[src/rtl/fetch_sequencer_if.sv]
// Bus between the fetch sequencer and its surroundings: memory data/handshake,
// decoder/ALU carry controls, halt request, and the registered decoder inputs.
interface fetch_sequencer_if;
    logic [7:0] mem_data;
    logic       mem_ready;
    logic       WC;
    logic       alu_carry;
    logic       halt_req;
    logic [7:0] inst;
    logic       cycle;
    logic       ncycle;
    logic       carry;
    logic       pc_inc;
    logic       halted;
    logic       bus_err;

    // Environment side: memory, decoder and ALU drive the sequencer.
    modport master (
        output mem_data, mem_ready, WC, alu_carry, halt_req,
        input  inst, cycle, ncycle, carry, pc_inc, halted, bus_err
    );

    // Sequencer side.
    modport slave (
        input  mem_data, mem_ready, WC, alu_carry, halt_req,
        output inst, cycle, ncycle, carry, pc_inc, halted, bus_err
    );
endinterface

[src/rtl/fetch_sequencer.sv]
// Fetch sequencer: owns the instruction register, the cycle/ncycle phase flops
// and the carry flag; steps two-cycle instructions, stalls on mem_ready,
// honours halt requests at instruction boundaries and flags a bus error after
// a bounded memory wait.
module fetch_sequencer #(
    parameter logic [7:0]  RESET_INST = 8'h00,
    parameter int unsigned WAIT_LIMIT = 15,
    parameter int unsigned WAIT_W     = 8
) (
    input  logic              clk,
    input  logic              nrst,
    fetch_sequencer_if.slave  bus
);

    typedef enum logic [1:0] {
        C0   = 2'd0,
        C1   = 2'd1,
        HALT = 2'd2
    } state_t;

    localparam logic [WAIT_W-1:0] WAIT_LAST = WAIT_W'(WAIT_LIMIT - 1);

    state_t            state, state_nxt;
    logic [7:0]        inst_q, inst_nxt;
    logic              cycle_q, ncycle_q;
    logic              carry_q, carry_nxt;
    logic              berr_q, berr_nxt;
    logic [WAIT_W-1:0] wait_q, wait_nxt;
    logic              boundary;
    logic              fetch;

    // Next-state decode: boundary/halt priority, advance, stall counting, halt exit.
    always_comb begin
        state_nxt = state;
        inst_nxt  = inst_q;
        carry_nxt = carry_q;
        berr_nxt  = berr_q;
        wait_nxt  = wait_q;
        fetch     = 1'b0;
        boundary  = ((state == C0) && !inst_q[7]) || (state == C1);

        case (state)
            C0, C1: begin
                if (boundary && bus.halt_req) begin
                    state_nxt = HALT;
                    wait_nxt  = '0;
                end else if (bus.mem_ready && !berr_q) begin
                    wait_nxt = '0;
                    if (boundary) begin
                        fetch     = 1'b1;
                        inst_nxt  = bus.mem_data;
                        state_nxt = C0;
                    end else begin
                        state_nxt = C1;
                    end
                    if (bus.WC) begin
                        carry_nxt = bus.alu_carry;
                    end
                end else begin
                    // The edge completing the WAIT_LIMIT-th stalled cycle raises the error.
                    wait_nxt = wait_q + 1'b1;
                    if (wait_q == WAIT_LAST) begin
                        berr_nxt  = 1'b1;
                        state_nxt = HALT;
                    end
                end
            end
            HALT: begin
                if (!bus.halt_req && !berr_q && bus.mem_ready) begin
                    fetch     = 1'b1;
                    inst_nxt  = bus.mem_data;
                    state_nxt = C0;
                    wait_nxt  = '0;
                end
            end
            default: begin
                state_nxt = C0;
            end
        endcase
    end

    // State, instruction register, phase flops, carry, error flag and wait counter.
    always_ff @(posedge clk or negedge nrst) begin
        if (!nrst) begin
            state    <= C0;
            inst_q   <= RESET_INST;
            cycle_q  <= 1'b0;
            ncycle_q <= 1'b1;
            carry_q  <= 1'b0;
            berr_q   <= 1'b0;
            wait_q   <= '0;
        end else begin
            state    <= state_nxt;
            inst_q   <= inst_nxt;
            cycle_q  <= (state_nxt == C1);
            ncycle_q <= (state_nxt != C1);
            carry_q  <= carry_nxt;
            berr_q   <= berr_nxt;
            wait_q   <= wait_nxt;
        end
    end

    assign bus.inst    = inst_q;
    assign bus.cycle   = cycle_q;
    assign bus.ncycle  = ncycle_q;
    assign bus.carry   = carry_q;
    assign bus.pc_inc  = fetch & nrst;
    assign bus.halted  = (state == HALT);
    assign bus.bus_err = berr_q;

endmodule
[src/flat_wrapper.sv]
// flat-port wrapper written by rule: the top's interface ports become plain ports
module fetch_sequencer_flat 
#(
    parameter logic [7:0]  RESET_INST = 8'h00,
    parameter int unsigned WAIT_LIMIT = 15,
    parameter int unsigned WAIT_W     = 8
)
  (clk, nrst, bus_mem_data, bus_mem_ready, bus_WC, bus_alu_carry, bus_halt_req, bus_inst, bus_cycle, bus_ncycle, bus_carry, bus_pc_inc, bus_halted, bus_bus_err);
  fetch_sequencer_if bus_i ();
  input  logic clk;
  input  logic nrst;
  input wire logic [$bits(bus_i.mem_data)-1:0] bus_mem_data;
  input wire logic [$bits(bus_i.mem_ready)-1:0] bus_mem_ready;
  input wire logic [$bits(bus_i.WC)-1:0] bus_WC;
  input wire logic [$bits(bus_i.alu_carry)-1:0] bus_alu_carry;
  input wire logic [$bits(bus_i.halt_req)-1:0] bus_halt_req;
  output wire logic [$bits(bus_i.inst)-1:0] bus_inst;
  output wire logic [$bits(bus_i.cycle)-1:0] bus_cycle;
  output wire logic [$bits(bus_i.ncycle)-1:0] bus_ncycle;
  output wire logic [$bits(bus_i.carry)-1:0] bus_carry;
  output wire logic [$bits(bus_i.pc_inc)-1:0] bus_pc_inc;
  output wire logic [$bits(bus_i.halted)-1:0] bus_halted;
  output wire logic [$bits(bus_i.bus_err)-1:0] bus_bus_err;
  assign bus_i.mem_data = bus_mem_data;
  assign bus_i.mem_ready = bus_mem_ready;
  assign bus_i.WC = bus_WC;
  assign bus_i.alu_carry = bus_alu_carry;
  assign bus_i.halt_req = bus_halt_req;
  assign bus_inst = bus_i.inst;
  assign bus_cycle = bus_i.cycle;
  assign bus_ncycle = bus_i.ncycle;
  assign bus_carry = bus_i.carry;
  assign bus_pc_inc = bus_i.pc_inc;
  assign bus_halted = bus_i.halted;
  assign bus_bus_err = bus_i.bus_err;
  fetch_sequencer #(.RESET_INST(RESET_INST), .WAIT_LIMIT(WAIT_LIMIT), .WAIT_W(WAIT_W)) u_core (.clk(clk), .nrst(nrst), .bus(bus_i));
endmodule
[config.mk]
export PLATFORM = sky130hd
export DESIGN_NAME = fetch_sequencer_flat
export DESIGN_NICKNAME = d
export VERILOG_FILES = /design/src/rtl/fetch_sequencer_if.sv /design/src/rtl/fetch_sequencer.sv /design/src/flat_wrapper.sv
export SDC_FILE = /design/constraint.sdc
export NUM_CORES = 1
export LEC_CHECK = 0
export CORE_ASPECT_RATIO = 0.9
export CORE_UTILIZATION = 48
export CTS_BUF_LIST = sky130_fd_sc_hd__clkbuf_16
export CTS_CLUSTER_DIAMETER = 50
export DETAILED_ROUTE_END_ITERATION = 8
export PLACE_DENSITY = 0.78
export SYNTH_ARGS = -nofsm -noshare
export SYNTH_HDL_FRONTEND = slang
export SYNTH_SLANG_ARGS = --single-unit
[constraint.sdc]
create_clock -name clk -period 2 [get_ports clk]
set_input_delay 0.2 -clock clk [delete_from_list [all_inputs] [get_ports clk]]
set_output_delay 0.2 -clock clk [all_outputs]
set_load 0.02 [all_outputs]
==> results, run 1 <==
- The flow ran to the end, and the final reports show no timing, DRC or antenna violations.
- Summed over all nets, the switching power comes to 688 uW.
- The post-synthesis cell count is 88.
- The analysis attributes to cell leakage a power of 0.000703 uW.
- The most common cell after layout, fill and taps aside is sky130_fd_sc_hd__clkdlybuf4s50_1.
- The maximum clock frequency is 0.573 GHz.
- The portion of total power attributed to sequential cells is 0.326.
- In the finished design, the share of the clock period the worst path needs comes to 0.872.
- Data on the critical path is required at its endpoint by 1.80 ns.
- The number of top-level pins is 28.
- The number of antenna violations at the first check in global routing is 0.
- The per-instance average area after synthesis is 12.9 um^2.
- The final routed wire length divided by cell count is 16.2 um.
- The number of antenna diodes in the final layout is 0.
- TritonCTS built the clock tree.
- The maximum VDD drop is 0.000970 V.
- The region available for standard cell placement spans 2200 um^2.
- The count of synthesis-stage warnings from yosys is 0.
- Counting cells, the worst reg-to-reg path comes to 4.
- The endpoint kind of the worst setup timing path is a primary output.
- The tree is rooted in a sky130_fd_sc_hd__clkbuf_16.
- The maximum clock skew at final layout is 0.00308 ns.
- Dividing total power by cell area gives a power density of 1350 nW/um^2.
- The leading register cell type out of synthesis is sky130_fd_sc_hd__dfrtp_1.
- The initial cell density of the core is 0.514.
- For the pin with the worst max-slew slack, the measured transition is 0.408 ns.
- The global placer's final weighted congestion is 0.798.
- The synthesized design contains 0 enable-type register cells.
- Setup violations remaining at the end of the flow were counted as 0.
- The unique cell type count in the Yosys netlist is 38.
- The minimum hold slack is 0.335 ns.
- The total via count in the routed design is 846.
- For the worst-skew pair, the clock arrives at the later sink with an insertion delay of 0.25 ns.
- The global-route wire length before repair is 3630 um.
- The via count of the first global-routing pass is 782.
- The overall routed net length is 2430 um.
- Of the cells placed in the final design, the portion with a size suffix greater than 1 is 0.244.
- The least setup slack across all paths after layout is 0.256 ns.
- Of all flip-flops after synthesis, the portion carrying an async set or reset was 1.00.
- The arrival time at the worst endpoint is 1.54 ns.
- Once layout is complete, the utilization of the core stands at 0.709.
- The worst register-to-register path begins at u_core.state[0].
- Setup repair after global routing left no endpoint under its margin.
- The final critical-path required period is 1.74 ns.
- The post-place instance area is 1460 um^2.
- The die boundary height is 48.1 um.
- For the final routed database, the setup TNS stands at 0 ns.
- The critical path class is reg2out.
- In this run the worst setup path begins at u_core.bus.bus_err.
- The netlist area before placement is 1130 um^2.
- Of the total power, the clock network draws 0.262.
- The remaining antenna violation count is 0.
- The total of max-cap violations is 0.
- The count of buffers added on input and output ports is 27.
- The synthesis-to-layout area growth is 38.1%.
- The share of total power consumed by net switching is 0.327.
- After the last flow step, the layout net total stands at 140.
- The startpoint class of the critical path is a flop.
- The clock passes through at most 2 buffers.
- The endpoint identified for the worst register-to-register timing path is u_core.wait_q[3].
- Summed over all layers, the global routing overflow is 0.
- The register clock-pin slew on the reported worst setup and hold paths is 0.06 ns.
- The highest fanout seen on the critical path is 4.
- In this run, CTS created clock tree buffers numbering 3.
- The reg-to-reg setup timing slack is 0.47 ns.
- The number of H-tree branching levels is 1.
- In the layout the commonest cells are 26 x sky130_fd_sc_hd__clkdlybuf4s50_1, 21 x sky130_fd_sc_hd__dfrtp_1, 8 x sky130_fd_sc_hd__mux2_4.
- After floorplanning, the core was divided into 16 placement rows.
- The largest net degree at the start of global routing is 23.
- The total routing usage reported by global routing is 0.204.
- The worst slew slack as a fraction of its limit is 0.727.
- After synthesis the netlist holds a flip-flop and latch count of 22.
- After routing the design area is 1560 um^2.
- The number of detailed-route iterations in the first pass is 4.
- The max-slew violation total from the final report came to 0.
- The cell internal power dissipation is 1420 uW.
- The die area is 2550 um^2.
- Clock tree synthesis found a total of 22 sinks.
- The count of endpoints failing hold in the final timing report is 0.
- The average vias per placed instance is 5.64.
- In the routed design, unresolved DRC markers number 0.
- The die is 53.2 um wide.
- In this run, the number of DRC markers left after iteration 0 of detailed routing was 14.
- The sequential cell area fraction in the yosys report is 0.488.
- The path class of the tightest hold or removal check is in2async.
- The endpoint of the worst setup timing path is bus_pc_inc.
- Of the total power, combinational logic draws 0.412.
- Detailed placement finished with a half-perimeter wire length of 1670 um.
- The synthesized net count is 104.
- The placement-stage worst setup slack is 0.0244 ns.
state kept, by name, indices dropped and copies added (netlist names):
register,cells
u_core.bus.carry,1
u_core.bus.inst,8
u_core.bus.cycle,1
u_core.wait_q,8
u_core.state,2
u_core.bus.ncycle,1
u_core.bus.bus_err,1
worst max-delay path, stage by stage, from the launching register on:
cell and delay (ns):
sky130_fd_sc_hd__dfrtp_1 0.42, sky130_fd_sc_hd__nand2b_4 0.17, sky130_fd_sc_hd__nor2_2 0.15, sky130_fd_sc_hd__o211ai_4 0.10, sky130_fd_sc_hd__nor2_1 0.12, sky130_fd_sc_hd__dlygate4sd2_1 0.33
metal layers:
layer / GRT usage / part of all wire / vias to the layer above
met2: 0.347 / 0.47 / 34
met3: 0.0254 / 0.066 / 4
met1: 0.269 / 0.45 / 411
li1: - / - / 397
met5: 0 / 0 / -
met4: 0.0789 / 0.0095 / 0
worst min path at each step:
stage                           startpoint                 end  cells after the start
final                                 nrst  u_core.bus.bus_err                      2
after global routing                  nrst  u_core.bus.inst[0]                      2
after CTS                             nrst  u_core.bus.inst[1]                      2
after detailed placement  u_core.bus.carry    u_core.bus.carry                      1
after global placement    u_core.bus.carry    u_core.bus.carry                      1
after floorplan                       nrst  u_core.bus.bus_err                      0
timing repair:
action	CTS	global route
gates resized for setup	1	0
hold buffers	0	0
setup buffers	0	0
endpoints found under the setup margin	1	0
synthesized netlist by cell type (2+ instances only):
cell | n | area [um^2]
sky130_fd_sc_hd__mux2_4 | 8 | 120
sky130_fd_sc_hd__o21ai_1 | 3 | 15.0
sky130_fd_sc_hd__inv_1 | 2 | 7.51
sky130_fd_sc_hd__nand2b_4 | 2 | 27.5
sky130_fd_sc_hd__nor2_1 | 3 | 11.3
sky130_fd_sc_hd__and4_1 | 2 | 17.5
sky130_fd_sc_hd__nand3_1 | 3 | 15.0
sky130_fd_sc_hd__ha_1 | 2 | 25.0
sky130_fd_sc_hd__nand2_1 | 7 | 26.3
sky130_fd_sc_hd__a31oi_1 | 5 | 31.3
sky130_fd_sc_hd__dfrtp_1 | 21 | 526
sky130_fd_sc_hd__o21a_1 | 2 | 15.0
sky130_fd_sc_hd__nor2_2 | 2 | 12.5
sky130_fd_sc_hd__nor3_1 | 2 | 10.0
layout make-up:
type / instances / area (um^2)
Timing Repair Buffer: 32 / 307
Inverter: 2 / 7.51
Fill cell: 154 / 641
Multi-Input combinational cell: 63 / 557
Clock buffer: 3 / 75.1
Sequential cell: 22 / 552
Tap cell: 27 / 33.8
Clock inverter: 1 / 30.0
cell families after synthesis:
family | count (synthesis) | synth area share
simple gates | 27 | 0.153
fa+ha+maj | 2 | 0.0221
mux | 10 | 0.125
buf+inv | 3 | 0.0199
compound gates | 24 | 0.192
flops | 22 | 0.488
power by group through the flow:
stage          sequential (uW)  clock, uW  combinational, uW
3_3_place_gp               673          0                848
3_5_place_dp               694          0                862
4_1_cts                    686        556                872
6_report                   686        552                867
2_1_floorplan              791          0                441
5_1_grt                    704        579                929
metrics by stage:
stage          total power, uW  instances
3_3_place_gp              1520        146
6_report                  2100        150
4_1_cts                   2110        150
5_1_grt                   2210        150
3_5_place_dp              1560        146
2_1_floorplan             1230         88
No activity file was read; power rests on OpenSTA's default activity.
==> run 2, diff against run 1 <==
Settings changed: CELL_PAD_IN_SITES_DETAIL_PLACEMENT set to 1, CELL_PAD_IN_SITES_GLOBAL_PLACEMENT set to 2, CORE_UTILIZATION 48 to 31, PLACE_DENSITY 0.78 to 0.77.
==> run 2 against run 1 <==
  * Via count unchanged
  * Clock power shrank 26%
  * Register-to-register slack worse by 0.03 ns
  * Final area down 0.32%
  * First-iteration DRC count grew 79%
  * Clock skew rose by 0.00067 ns
  * Critical path type unchanged
  * Final cell count grew 11%
  * Utilization decreased by 26 points
==> results, run 2 (synthesized netlist as in run 1, its figures left out) <==
- The die boundary height is 59.3 um (was 48.1 um).
- The required time of the worst setup path is 1.80 ns (about the same).
- The TritonCTS clock tree is built (unchanged).
- The power spent charging and discharging nets is 673 uW (was 688 uW).
- The register clock-pin slew on the reported worst setup and hold paths is 0.06 ns (about the same).
- The initial cell density of the core is 0.330 (was 0.514).
- The maximum VDD drop is 0.000542 V (was 0.000970 V).
- The clock network power share was 0.210 (was 0.262).
- The area inside the core boundary is 3430 um^2 (was 2200 um^2).
- The number of setup buffers added after CTS is 0 (unchanged).
- The clock sink count is 22 (unchanged).
- The count of endpoints failing hold in the final timing report is 0 (unchanged).
- The post-route non-filler standard cell count was 167 (was 150).
- The master cell of the clock root buffer is sky130_fd_sc_hd__clkbuf_16 (unchanged).
- The worst slew slack as a fraction of its limit is 0.714 (was 0.727).
- The remaining antenna violation count is 0 (unchanged).
- The total via count in the routed design is 846 (unchanged).
- The global placer's final weighted congestion is 0.783 (was 0.798).
- The leakage dissipation is 0.000691 uW (was 0.000703 uW).
- The clock insertion delay at the later pin of the skew report is 0.25 ns (about the same).
- The arrival time at the worst endpoint is 1.51 ns (was 1.54 ns).
- The portion of total power attributed to sequential cells is 0.352 (was 0.326).
- The largest net degree at the start of global routing is 23 (unchanged).
- The overall overflow remaining after global route is 0 (unchanged).
- The cell internal power dissipation was 1290 uW (was 1420 uW).
- The via count of the first global-routing pass came to 888 (was 782).
- The utilization after layout is 0.454 (was 0.709).
- The most common cell after layout, fill and taps aside is sky130_fd_sc_hd__clkdlybuf4s50_1 (unchanged).
- The total routing usage reported by global routing is 0.141 (was 0.204).
- The startpoint of the worst register-to-register path is u_core.bus.bus_err (was u_core.state[0]).
- The power share of the combinational group is 0.438 (was 0.412).
- Unrepaired setup endpoints after global routing: no (unchanged).
- The highest fanout seen on the critical path is 5 (was 4).
- The endpoint kind of the worst setup timing path is a primary output (unchanged).
- The total of buffers placed on input and output ports is 27 (unchanged).
- The number of H-tree branching levels is 1 (unchanged).
- The average vias per placed instance is 5.07 (was 5.64).
- The total of max-cap violations is 0 (unchanged).
- Outcome: complete, no violations (unchanged).
- The number of DRC violations after detailed routing is 0 (unchanged).
- The critical path class is reg2out (unchanged).
- The post-route setup TNS is 0 ns (unchanged).
- The final layout net count is 140 (unchanged).
- The final routed wire length divided by cell count came to 14.7 um (was 16.2 um).
- The maximum clock path buffer count came to 2 (unchanged).
- The startpoint class of the critical path is a flop (unchanged).
- The number of top-level pins was 28 (unchanged).
- The maximum clock frequency is 0.583 GHz (was 0.573 GHz).
- The number of detailed-route iterations in the first pass is 2 (was 4).
- The overall routed net length is 2460 um (was 2430 um).
- The count of routing violations after the opening detailed-route iteration is 25 (was 14).
- The share of total power consumed by net switching is 0.343 (was 0.327).
- The final critical-path required period is 1.71 ns (was 1.74 ns).
- The total power density per cell area is 1260 nW/um^2 (was 1350 nW/um^2).
- The fraction of final layout cells sized beyond drive strength 1 came to 0.236 (was 0.244).
- The minimum hold slack is 0.331 ns (was 0.335 ns).
- The maximum clock skew at final layout is 0.00375 ns (was 0.00308 ns).
- The max-slew violation total from the final report is 0 (unchanged).
- The die area was 3890 um^2 (was 2550 um^2).
- The half-perimeter wire length after placement is 1940 um (was 1670 um).
- The actual slew at the worst max-slew pin is 0.429 ns (was 0.408 ns).
- The global-route wire length before repair is 4110 um (was 3630 um).
- The launching instance or port of the critical path was u_core.state[0] (was u_core.bus.bus_err).
- The path category of the worst min-delay check is in2async (unchanged).
- The share of the cycle needed by the critical path after routing is 0.857 (was 0.872).
- The number of endpoints failing setup at the final stage is 0 (unchanged).
- The number of buffers created by CTS was 3 (unchanged).
- Commonest cells after routing, fill and taps aside: 26 x sky130_fd_sc_hd__clkdlybuf4s50_1, 21 x sky130_fd_sc_hd__dfrtp_1, 8 x sky130_fd_sc_hd__mux2_4 (unchanged).
- The number of antenna violations at the first check in global routing is 0 (unchanged).
- The number of cells in the design after placement is 163 (was 146).
- The x dimension of the die came to 65.7 um (was 53.2 um).
- The number of placement rows is 20 (was 16).
- The antenna diode instance count is 0 (unchanged).
- The synthesis-to-layout area growth was 37.6% (was 38.1%).
-- run 2: cell types whose count changed in the layout (fill, tap and decap cells not counted) --
cell	before	now
sky130_fd_sc_hd__clkinv_1	0	1
sky130_fd_sc_hd__bufinv_16	1	0
-- run 2: path summary, 6_finish.rpt --
kind,endpoint,slack [ns],depth (start not counted)
max reg2reg,u_core.wait_q[6],0.44,5
min in group clk,u_core.bus.carry,0.49,1
max in group asynchronous,u_core.bus.ncycle,1.39,2
min reg2reg,u_core.bus.carry,0.49,1
min,u_core.bus.inst[3],0.33,2
max,bus_halted,0.29,2
-- run 2: critical path, stage by stage, from the launching register on --
cell and delay (ns):
sky130_fd_sc_hd__dfrtp_1 0.44, sky130_fd_sc_hd__and2b_2 0.23, sky130_fd_sc_hd__clkdlybuf4s50_1 0.59
-- run 2: area by class of cell --
class                      instances  area [um^2]
timing repair buffer              32          307
tap                               44         55.1
fill                             373         1870
inverter                           2         7.51
multi-input combinational         63          557
clock buffer                       3         75.1
clock inverter                     1         3.75
sequential                        22          552
-- run 2: metal layers --
| layer | up-vias | wire (um) | track usage |
|---|---|---|---|
| met5 | - | 0 | 0 |
| met4 | 0 | 0 | 0.0186 |
| met3 | 0 | 161 | 0.0423 |
| met2 | 22 | 1180 | 0.236 |
| met1 | 427 | 1120 | 0.185 |
| li1 | 397 | - | - |
-- run 2: power groups by stage --
stage	Sequential [uW]	Combinational (uW)	Clock, uW
global route	712	929	440
global placement	686	851	0
floorplan	791	441	0
detailed placement	700	868	0
finish	690	858	411
CTS	692	870	421
-- run 2: metrics by stage --
step           total power, uW  worst slack (ns)  area, um^2
2_1_floorplan             1230             0.488        1130
3_3_place_gp              1540            0.0543        1480
3_5_place_dp              1570            0.0541        1480
4_1_cts                   1980             0.266        1560
5_1_grt                   2080             0.213        1560
6_report                  1960             0.285        1560
-- run 2: what timing repair did --
item,in CTS,in global routing
setup endpoints to repair,1,0
hold buffers,0,0
resized for setup,1,0
==> run 3, diff against run 2 <==
Settings changed: CORE_UTILIZATION 31 to 28, PLACE_DENSITY 0.77 to 0.73.
Clock period 2 ns to 1.5 ns, I/O delays scaled along.
==> run 3 against run 2 <==
  * Combinational power increased by 60%
  * Wire length increased by 16%
  * Final cell count increased by 9.0%
  * Largest cell class unchanged
==> results, run 3 (synthesized netlist as in run 1, its figures left out) <==
- Outcome: complete, no violations (unchanged).
- The number of endpoints failing setup at the final stage came to 0 (unchanged).
- The number of DRC violations after detailed routing is 0 (unchanged).
- The least setup slack across all paths after layout is 0.0351 ns (was 0.285 ns).
- The path category of the worst min-delay check is in2async (unchanged).
- The post-route setup TNS was 0 ns (unchanged).
- The placement-stage worst setup slack is -0.360 ns (was 0.0541 ns).
- The total via count in the routed design was 923 (was 846).
- Unrepaired setup endpoints after global routing: yes (was no).
- The leakage dissipation is 0.000763 uW (was 0.000691 uW).
- The average vias per placed instance is 5.07 (about the same).
- The clock insertion delay at the later pin of the skew report is 0.25 ns (about the same).
- The master cell of the clock root buffer was sky130_fd_sc_hd__clkbuf_16 (unchanged).
- The final routed wire length divided by cell count is 15.6 um (was 14.7 um).
- The number of detailed-route iterations in the first pass was 3 (was 2).
- The number of antenna violations at the first check in global routing is 0 (unchanged).
- The half-perimeter wire length after placement is 2130 um (was 1940 um).
- The utilization after layout is 0.444 (was 0.454).
- The maximum VDD drop was 0.000567 V (was 0.000542 V).
- The met1 demand-to-capacity share in global routing is 0.176 (was 0.185).
- The total power density per cell area is 1690 nW/um^2 (was 1260 nW/um^2).
- The overall routed net length is 2840 um (was 2460 um).
- The layer with the highest usage was met2 (unchanged).
- The via count of the first global-routing pass was 978 (was 888).
- The area inside the core boundary is 3780 um^2 (was 3430 um^2).
- The TritonCTS clock tree is built (unchanged).
- The most common cell after layout, fill and taps aside is sky130_fd_sc_hd__clkdlybuf4s50_1 (unchanged).
- Timing would allow up to 0.683 GHz.
- The total of buffers placed on input and output ports came to 27 (unchanged).
- The maximum clock path buffer count is 2 (unchanged).
- The count of endpoints failing hold in the final timing report is 0 (unchanged).
- The arrival time at the worst endpoint came to 1.61 ns (was 1.51 ns).
- Commonest cells after routing, fill and taps aside: 22 x sky130_fd_sc_hd__clkdlybuf4s50_1, 21 x sky130_fd_sc_hd__dfrtp_1, 15 x sky130_fd_sc_hd__buf_4 (was 26 x sky130_fd_sc_hd__clkdlybuf4s50_1, 21 x sky130_fd_sc_hd__dfrtp_1, 8 x sky130_fd_sc_hd__mux2_4).
- The worst slew slack as a fraction of its limit came to 0.784 (was 0.714).
- The area occupied by registers was 552 um^2 (unchanged).
- The actual slew at the worst max-slew pin is 0.324 ns (was 0.429 ns).
- The startpoint class of the critical path is a flop (unchanged).
- The total of max-cap violations came to 0 (unchanged).
- The maximum clock skew at final layout is 0.00235 ns (was 0.00375 ns).
- The antenna diode instance count is 0 (unchanged).
- The count of filler cells inserted in the layout was 398 (was 373).
- The number of top-level pins is 28 (unchanged).
- The synthesis-to-layout area growth is 48.7% (was 37.6%).
- The die boundary height is 62.3 um (was 59.3 um).
- The remaining antenna violation count came to 0 (unchanged).
- The number of buffers created by CTS came to 3 (unchanged).
- The final layout net count is 153 (was 140).
- The area of the multi-input gates was 572 um^2 (was 557 um^2).
- The fraction of final layout cells sized beyond drive strength 1 is 0.331 (was 0.236).
- The initial cell density of the core came to 0.299 (was 0.330).
- The clock sink count is 22 (unchanged).
- The final critical-path required period is 1.46 ns.
- The required time of the worst setup path is 1.64 ns (was 1.80 ns).
- The count of routing violations after the opening detailed-route iteration is 21 (was 25).
- The share of the cycle needed by the critical path after routing is 0.977.
- The die area is 4300 um^2 (was 3890 um^2).
- The x dimension of the die is 69.0 um (was 65.7 um).
- The number of placement rows was 21 (was 20).
- The post-cts hold buffer count is 0 (unchanged).
- The critical path class is reg2reg (was reg2out).
- The highest fanout seen on the critical path is 4 (was 5).
- The total chip power was 2850 uW (was 1960 uW).
- The register clock-pin slew on the reported worst setup and hold paths is 0.06 ns (about the same).
- The met2 track demand over resource in global routing is 0.251 (was 0.236).
- The max-slew violation total from the final report is 0 (unchanged).
- The largest net degree at the start of global routing is 23 (unchanged).
- The total routing usage reported by global routing is 0.147 (was 0.141).
- The number of H-tree branching levels is 1 (unchanged).
- The overall overflow remaining after global route came to 0 (unchanged).
- The global-route wire length before repair was 4690 um (was 4110 um).
- The met3 track demand over resource in global routing is 0.0478 (was 0.0423).
- The endpoint kind of the worst setup timing path is a flop (was primary output).
- The global placer's final weighted congestion is 0.728 (was 0.783).
==> run 3: cell type report <==
| class | instances | share of cell area |
|---|---|---|
| Inverter | 2 | 0.00446 |
| Tap cell | 46 | 0.0342 |
| Clock inverter | 1 | 0.00223 |
| Multi-Input combinational cell | 63 | 0.340 |
| Timing Repair Buffer | 45 | 0.246 |
| Sequential cell | 22 | 0.328 |
| Clock buffer | 3 | 0.0446 |
==> run 3: timing repair <==
item                                    4_1_cts  5_1_grt
setup buffers                                 2        1
pin swaps                                     0        7
endpoints found under the setup margin        7       10
resized for setup                             8        9
cloned                                        0        0
==> run 3: worst max-delay path, stage by stage, from the launching register on <==
cell	delay [ns]
sky130_fd_sc_hd__dfrtp_1	0.41
sky130_fd_sc_hd__buf_4	0.15
sky130_fd_sc_hd__buf_4	0.14
sky130_fd_sc_hd__o31ai_4	0.35
sky130_fd_sc_hd__o21ai_1	0.12
sky130_fd_sc_hd__a22o_1	0.19
==> run 3: through the flow <==
stage	std cells	cell area [um^2]	hold WS (ns)
after floorplan	88	1130	-0.146
after global placement	175	1560	0.478
after detailed placement	175	1560	0.491
after CTS	181	1640	0.315
after global routing	182	1680	0.339
final	182	1680	0.300
==> run 3: where the power goes <==
group	total [uW]	internal, uW	switching (uW)
clock network	569	356	214
registers	902	771	131
logic	1370	745	629
==> run 3: worst paths after layout <==
check | endpoint | startpoint | depth (start not counted) | slack [ns]
min reg2reg | u_core.bus.carry | u_core.bus.carry | 1 | 0.50
min in group clk | u_core.bus.carry | bus_alu_carry | 2 | 0.48
max in group asynchronous | u_core.bus.ncycle | nrst | 2 | 0.92
max | u_core.wait_q[6] | u_core.state[0] | 5 | 0.04
max reg2reg | u_core.wait_q[6] | u_core.state[0] | 5 | 0.04
min | u_core.bus.inst[4] | nrst | 2 | 0.30
==> run 3: routing by layer <==
layer	vias up	part of all wire
met1	469	0.44
li1	425	-
met3	2	0.065
met4	0	0.0028
met5	-	0
met2	27	0.49
